File: src/rtl/tsm_pkg.sv
// Shared types and helpers for the toggle stream monitor.
package tsm_pkg;

  typedef enum logic [1:0] {
    IDLE    = 2'd0,
    MEASURE = 2'd1,
    DRAIN   = 2'd2
  } state_t;

  // All-ones value of a width-bit counter, used as the saturation ceiling.
  function automatic logic [31:0] sat_max(input int unsigned width);
    return (32'd1 << width) - 32'd1;
  endfunction

endpackage

File: src/rtl/tsm_edge_detect.sv
// Toggle detector for the q stream. Defining TSM_SYNC_EN inserts a 2-flop
// synchronizer ahead of detection for a q_in from another clock domain.
module tsm_edge_detect (
  input  logic clk,
  input  logic re,
  input  logic q_in,
  output logic toggle,
  output logic edge_pulse
);

  logic q_d;
  logic q_s;

`ifdef TSM_SYNC_EN
  logic [1:0] sync;

  always_ff @(posedge clk or negedge re) begin
    if (!re) sync <= '0;
    else     sync <= {sync[0], q_in};
  end

  assign q_d = sync[1];
`else
  assign q_d = q_in;
`endif

  // NOTE: sequential state uses non-blocking assignments so every flop samples
  // pre-edge values regardless of the order blocks are evaluated in.
  always_ff @(posedge clk or negedge re) begin
    if (!re) begin
      q_s        <= 1'b0;
      edge_pulse <= 1'b0;
    end else begin
      q_s        <= q_d;
      edge_pulse <= toggle;
    end
  end

  assign toggle = (q_d != q_s);

endmodule

File: src/rtl/toggle_stream_monitor.sv
// Counts q_in toggles over back-to-back WIN_LEN-cycle windows and hands each
// count to a valid/ready consumer. Optional input synchronizer: TSM_SYNC_EN.
module toggle_stream_monitor
  import tsm_pkg::*;
#(
  parameter int CNT_W   = 8,
  parameter int WIN_LEN = 16
) (
  input  logic             clk,
  input  logic             re,
  input  logic             start,
  input  logic             stop,
  input  logic             q_in,
  output logic             edge_pulse,
  output logic [CNT_W-1:0] cnt_data,
  output logic             cnt_valid,
  input  logic             cnt_ready,
  output logic             overrun,
  output logic             busy
);

  localparam int               WIN_W    = $clog2(WIN_LEN);
  localparam logic [CNT_W-1:0] CNT_MAX  = CNT_W'(sat_max(CNT_W));
  localparam logic [WIN_W-1:0] WIN_LAST = WIN_W'(WIN_LEN - 1);

  state_t             state;
  logic [WIN_W-1:0]   win_cnt;
  logic [CNT_W-1:0]   tog_cnt;
  logic [CNT_W-1:0]   tog_next;
  logic               toggle;
  logic               close;
  logic               xfer;

  tsm_edge_detect u_edge (
    .clk        (clk),
    .re         (re),
    .q_in       (q_in),
    .toggle     (toggle),
    .edge_pulse (edge_pulse)
  );

  assign tog_next = (toggle && (tog_cnt != CNT_MAX)) ? tog_cnt + CNT_W'(1) : tog_cnt;
  assign close    = (state == MEASURE) && (win_cnt == WIN_LAST);
  assign xfer     = cnt_valid && cnt_ready;
  assign busy     = (state != IDLE);

  always_ff @(posedge clk or negedge re) begin
    if (!re) begin
      state     <= IDLE;
      win_cnt   <= '0;
      tog_cnt   <= '0;
      cnt_data  <= '0;
      cnt_valid <= 1'b0;
      overrun   <= 1'b0;
    end else begin
      // An accepted result drops valid unless a window close re-raises it below.
      if (xfer) cnt_valid <= 1'b0;

      case (state)
        IDLE: begin
          if (start && !stop) begin
            state   <= MEASURE;
            win_cnt <= '0;
            tog_cnt <= '0;
            overrun <= 1'b0;
          end
        end

        MEASURE: begin
          if (close) begin
            cnt_data  <= tog_next;
            cnt_valid <= 1'b1;
            if (cnt_valid && !cnt_ready) overrun <= 1'b1;
            win_cnt   <= '0;
            tog_cnt   <= '0;
          end else begin
            win_cnt <= win_cnt + WIN_W'(1);
            tog_cnt <= tog_next;
          end

          // Partial window is dropped; linger in DRAIN only while a result is
          // still owed to the consumer after this cycle.
          if (stop) begin
            win_cnt <= '0;
            tog_cnt <= '0;
            state   <= (close || (cnt_valid && !cnt_ready)) ? DRAIN : IDLE;
          end
        end

        DRAIN: begin
          if (xfer) state <= IDLE;
        end

        default: state <= IDLE;
      endcase
    end
  end

endmodule

File: config.mk
export PLATFORM = sky130hd
export DESIGN_NAME = toggle_stream_monitor
export DESIGN_NICKNAME = d
export VERILOG_FILES = /design/src/rtl/tsm_pkg.sv /design/src/rtl/tsm_edge_detect.sv /design/src/rtl/toggle_stream_monitor.sv
export SDC_FILE = /design/constraint.sdc
export NUM_CORES = 1
export LEC_CHECK = 0
export ABC_AREA = 1
export ABC_CLOCK_PERIOD_IN_PS = 1770
export CAP_MARGIN = 20
export CELL_PAD_IN_SITES_DETAIL_PLACEMENT = 2
export CELL_PAD_IN_SITES_GLOBAL_PLACEMENT = 2
export CORE_ASPECT_RATIO = 0.75
export CORE_UTILIZATION = 32
export DETAILED_ROUTE_END_ITERATION = 8
export PLACE_DENSITY = 0.88
export SYNTH_ARGS = -nofsm -noshare
export SYNTH_HDL_FRONTEND = slang
export SYNTH_SLANG_ARGS = --single-unit
export TNS_END_PERCENT = 50
File: constraint.sdc
create_clock -name clk -period 1.77 [get_ports clk]
set_input_delay 0.531 -clock clk [delete_from_list [all_inputs] [get_ports clk]]
set_output_delay 0.531 -clock clk [all_outputs]
set_load 0.005 [all_outputs]
==> results.json <==
{
  "required_ns": 1.24,
  "coreArea_sq_um": 4050,
  "vias_per_cell": 4.92,
  "total_power_mw": 1.28,
  "cts_sinks": 26,
  "setup_viol": 0,
  "p_per_area_nw_per_um2": 745,
  "crit_slowest_cell": "clkdlybuf4s50_1",
  "grt_first_pass_wirelength_microns": 6850,
  "routed_wl_microns": 4080,
  "yosys_warnings": 0,
  "cp.arrival_ns": 1.19,
  "period_minus_slack_ns": 1.72,
  "overflow": 0,
  "pre_cts_ws_ns": -0.170,
  "drive_gt1_share_pct": 18.9,
  "fp.dieW_microns": 77.2,
  "area_growth_syn_to_layout_pct": 26.2,
  "p_leak_nw": 0.812,
  "synth.distinct_cells": 22,
  "remaining_drc_errors": 0,
  "grt_pass1_vias": 1408,
  "grt_use_total_pct": 20.0,
  "place_hpwl_microns": 3060,
  "cts_made_buffers": 3,
  "avgRoutedWirePerCell_microns": 16.2,
  "vias": 1236,
  "fin_ws_ns": 0.0539,
  "fmax_mhz": 583,
  "grt_max_degree": 27,
  "fillers": 469,
  "worstSetupPathType": "reg -> out",
  "port_buffers": 17,
  "antenna_cells": 0,
  "final_max_slew_viol_count": 0,
  "synth_top_area_share_pct": 47.9,
  "dieArea_sq_um": 4510,
  "grt_setup_unrepaired": "no",
  "critPathMaxStageDelay_ns": 0.52,
  "start_util_pct": 33.5,
  "fin_skew_ns": 0.00272,
  "cts_hold_buf": 0,
  "maxCapViolCount": 0,
  "pwr-share-clk_pct": 30.9,
  "fin_setup_tns_ns": 0,
  "seq_power_share_pct": 52.6,
  "row_count": 20,
  "pin_count": 18,
  "fin_util_pct": 42.3,
  "h-tree-depth": 1,
  "p_int_mw": 0.919,
  "ys_ff_latch": 26,
  "nets": 205,
  "endpoint_kind": "primary output",
  "mostFrequentLayoutCell": "nand2_1",
  "outcome": "finished, final reports clean",
  "vdd_ir_drop_max_v": 0.000386,
  "cts_tree": "yes",
  "combPwrFrac_pct": 16.5,
  "ys_top_cells_by_area": "dfrtp_1 48%, nand2_1 14%, nand3_1 8.8%",
  "clk_latency_ns": 0.27,
  "syn-cell-area_sq_um": 1360,
  "gp_congestion": 0.805,
  "ant_nets": 0,
  "clk_pin_slew_ns": 0.09,
  "avgSynthCellArea_sq_um": 8.13,
  "p_switching_mw": 0.358,
  "crit_buf_inv": 1,
  "chipHeight_microns": 58.4,
  "worst_pin_slew_ns": 0.357,
  "worst-path-max-fanout": 3,
  "drt-initial-drc-count": 34,
  "startpoint_type": "flop",
  "period_share_pct": 97.0,
  "fin_cells": 251,
  "syn_nets": 175,
  "firstDrtPassIters": 4,
  "slew_headroom_pct": 76.2,
  "antenna_found_initial": 0,
  "dp_cells": 244,
  "yosysSeqAreaShare_pct": 47.9,
  "path_cells": "clkdlybuf4s50_1",
  "postSynthCellCount": 167,
  "hold_path_class": "reg -> reg",
  "cts-root-buf": "clkbuf_8",
  "p_sw_share_pct": 28.0,
  "finalHoldViolations": 0,
  "final_cell_mix": "50 x nand2_1, 26 x dfrtp_1, 24 x nand3_1",
  "yosysTopAreaCell": "dfrtp_1",
  "cpLargestDelayFamily": "buffers and inverters",
  "clk_path_buf_depth": 2
}
-- synth_stat cells --
| cell | count |
|---|---|
| o21ai_2 | 2 |
| nand2_4 | 2 |
| xor2_1 | 1 |
| a21oi_1 | 1 |
| ha_1 | 2 |
| nand4_1 | 2 |
| o21ai_0 | 7 |
| o21ai_1 | 1 |
| dfrtp_1 | 26 |
| inv_1 | 19 |
| nand3_1 | 24 |
| nand2_2 | 5 |
| buf_4 | 1 |
| or2_2 | 1 |
| inv_2 | 4 |
| nand3b_1 | 2 |
| nor2_2 | 2 |
| a31oi_1 | 1 |
| nor2_4 | 6 |
| xnor2_1 | 1 |
| nor2_1 | 7 |
| nand2_1 | 50 |
-- area by class of cell --
cell class,count,area (sq um),area share [%]
multi-input combinational,117,616,35.9
sequential,26,651,38.0
timing repair buffer,26,236,13.8
clock buffer,4,55.1,3.21
inverter,23,86.3,5.04
tap,55,68.8,4.02
-- stage by stage --
step                      hold WS [ns]  instance area, sq um
after floorplan                  0.235                  1360
after global placement           0.464                  1630
after detailed placement         0.469                  1630
after CTS                        0.494                  1710
after global routing             0.513                  1710
final                            0.490                  1710
-- path summary, 6_finish.rpt --
| kind | end | slack, ns | depth (start not counted) | from |
|---|---|---|---|---|
| min | cnt_data[7] | 0.49 | 2 | cnt_data[7] |
| max | cnt_valid | 0.05 | 1 | cnt_valid |
| max reg2reg | tog_cnt[1] | 0.18 | 8 | tog_cnt[0] |
| max in group asynchronous | cnt_data[2] | 0.88 | 2 | re |
| min in group asynchronous | win_cnt[1] | 0.63 | 2 | re |
| min reg2reg | cnt_data[7] | 0.49 | 2 | cnt_data[7] |
-- sequential cells by signal (all words and copies together), names as in the netlist --
name / flops
cnt_data: 8
cnt_valid: 1
overrun: 1
state: 2
tog_cnt: 8
u_edge.edge_pulse: 1
u_edge.q_s: 1
win_cnt: 4
-- power groups by stage --
| stage | sequential [mW] | combinational (mW) | clock (mW) |
|---|---|---|---|
| floorplan | 0.668 | 0.114 | 0 |
| global placement | 0.675 | 0.189 | 0 |
| detailed placement | 0.679 | 0.208 | 0 |
| CTS | 0.670 | 0.216 | 0.403 |
| global route | 0.675 | 0.238 | 0.425 |
| finish | 0.671 | 0.211 | 0.395 |
-- layer usage --
metal / part of all wire, % / track usage [%]
met1: 45 / 24.4
met3: 1.9 / 3.72
met4: 0.96 / 2.70
met2: 52 / 38.2
met5: 0 / 0
-- logic make-up (layout without fill, tap and decap cells) --
logic type	after synthesis	in the layout	share of synthesized area (%)
flip-flops	26	26	47.9
XOR/XNOR	2	2	1.29
AO/OA/AOI/OAI	12	12	5.07
adder cells (fa/ha/maj)	2	2	1.84
buffers and inverters	24	53	6.91
AND/OR/NAND/NOR	101	101	37.0
-- what timing repair did --
action / 4_1_cts / 5_1_grt
gates resized for setup: 2 / 1
setup endpoints to repair: 1 / 1
setup buffers: 3 / 0
pin swaps: 1 / 0
Note: power is estimated with default switching activity, not from simulation.
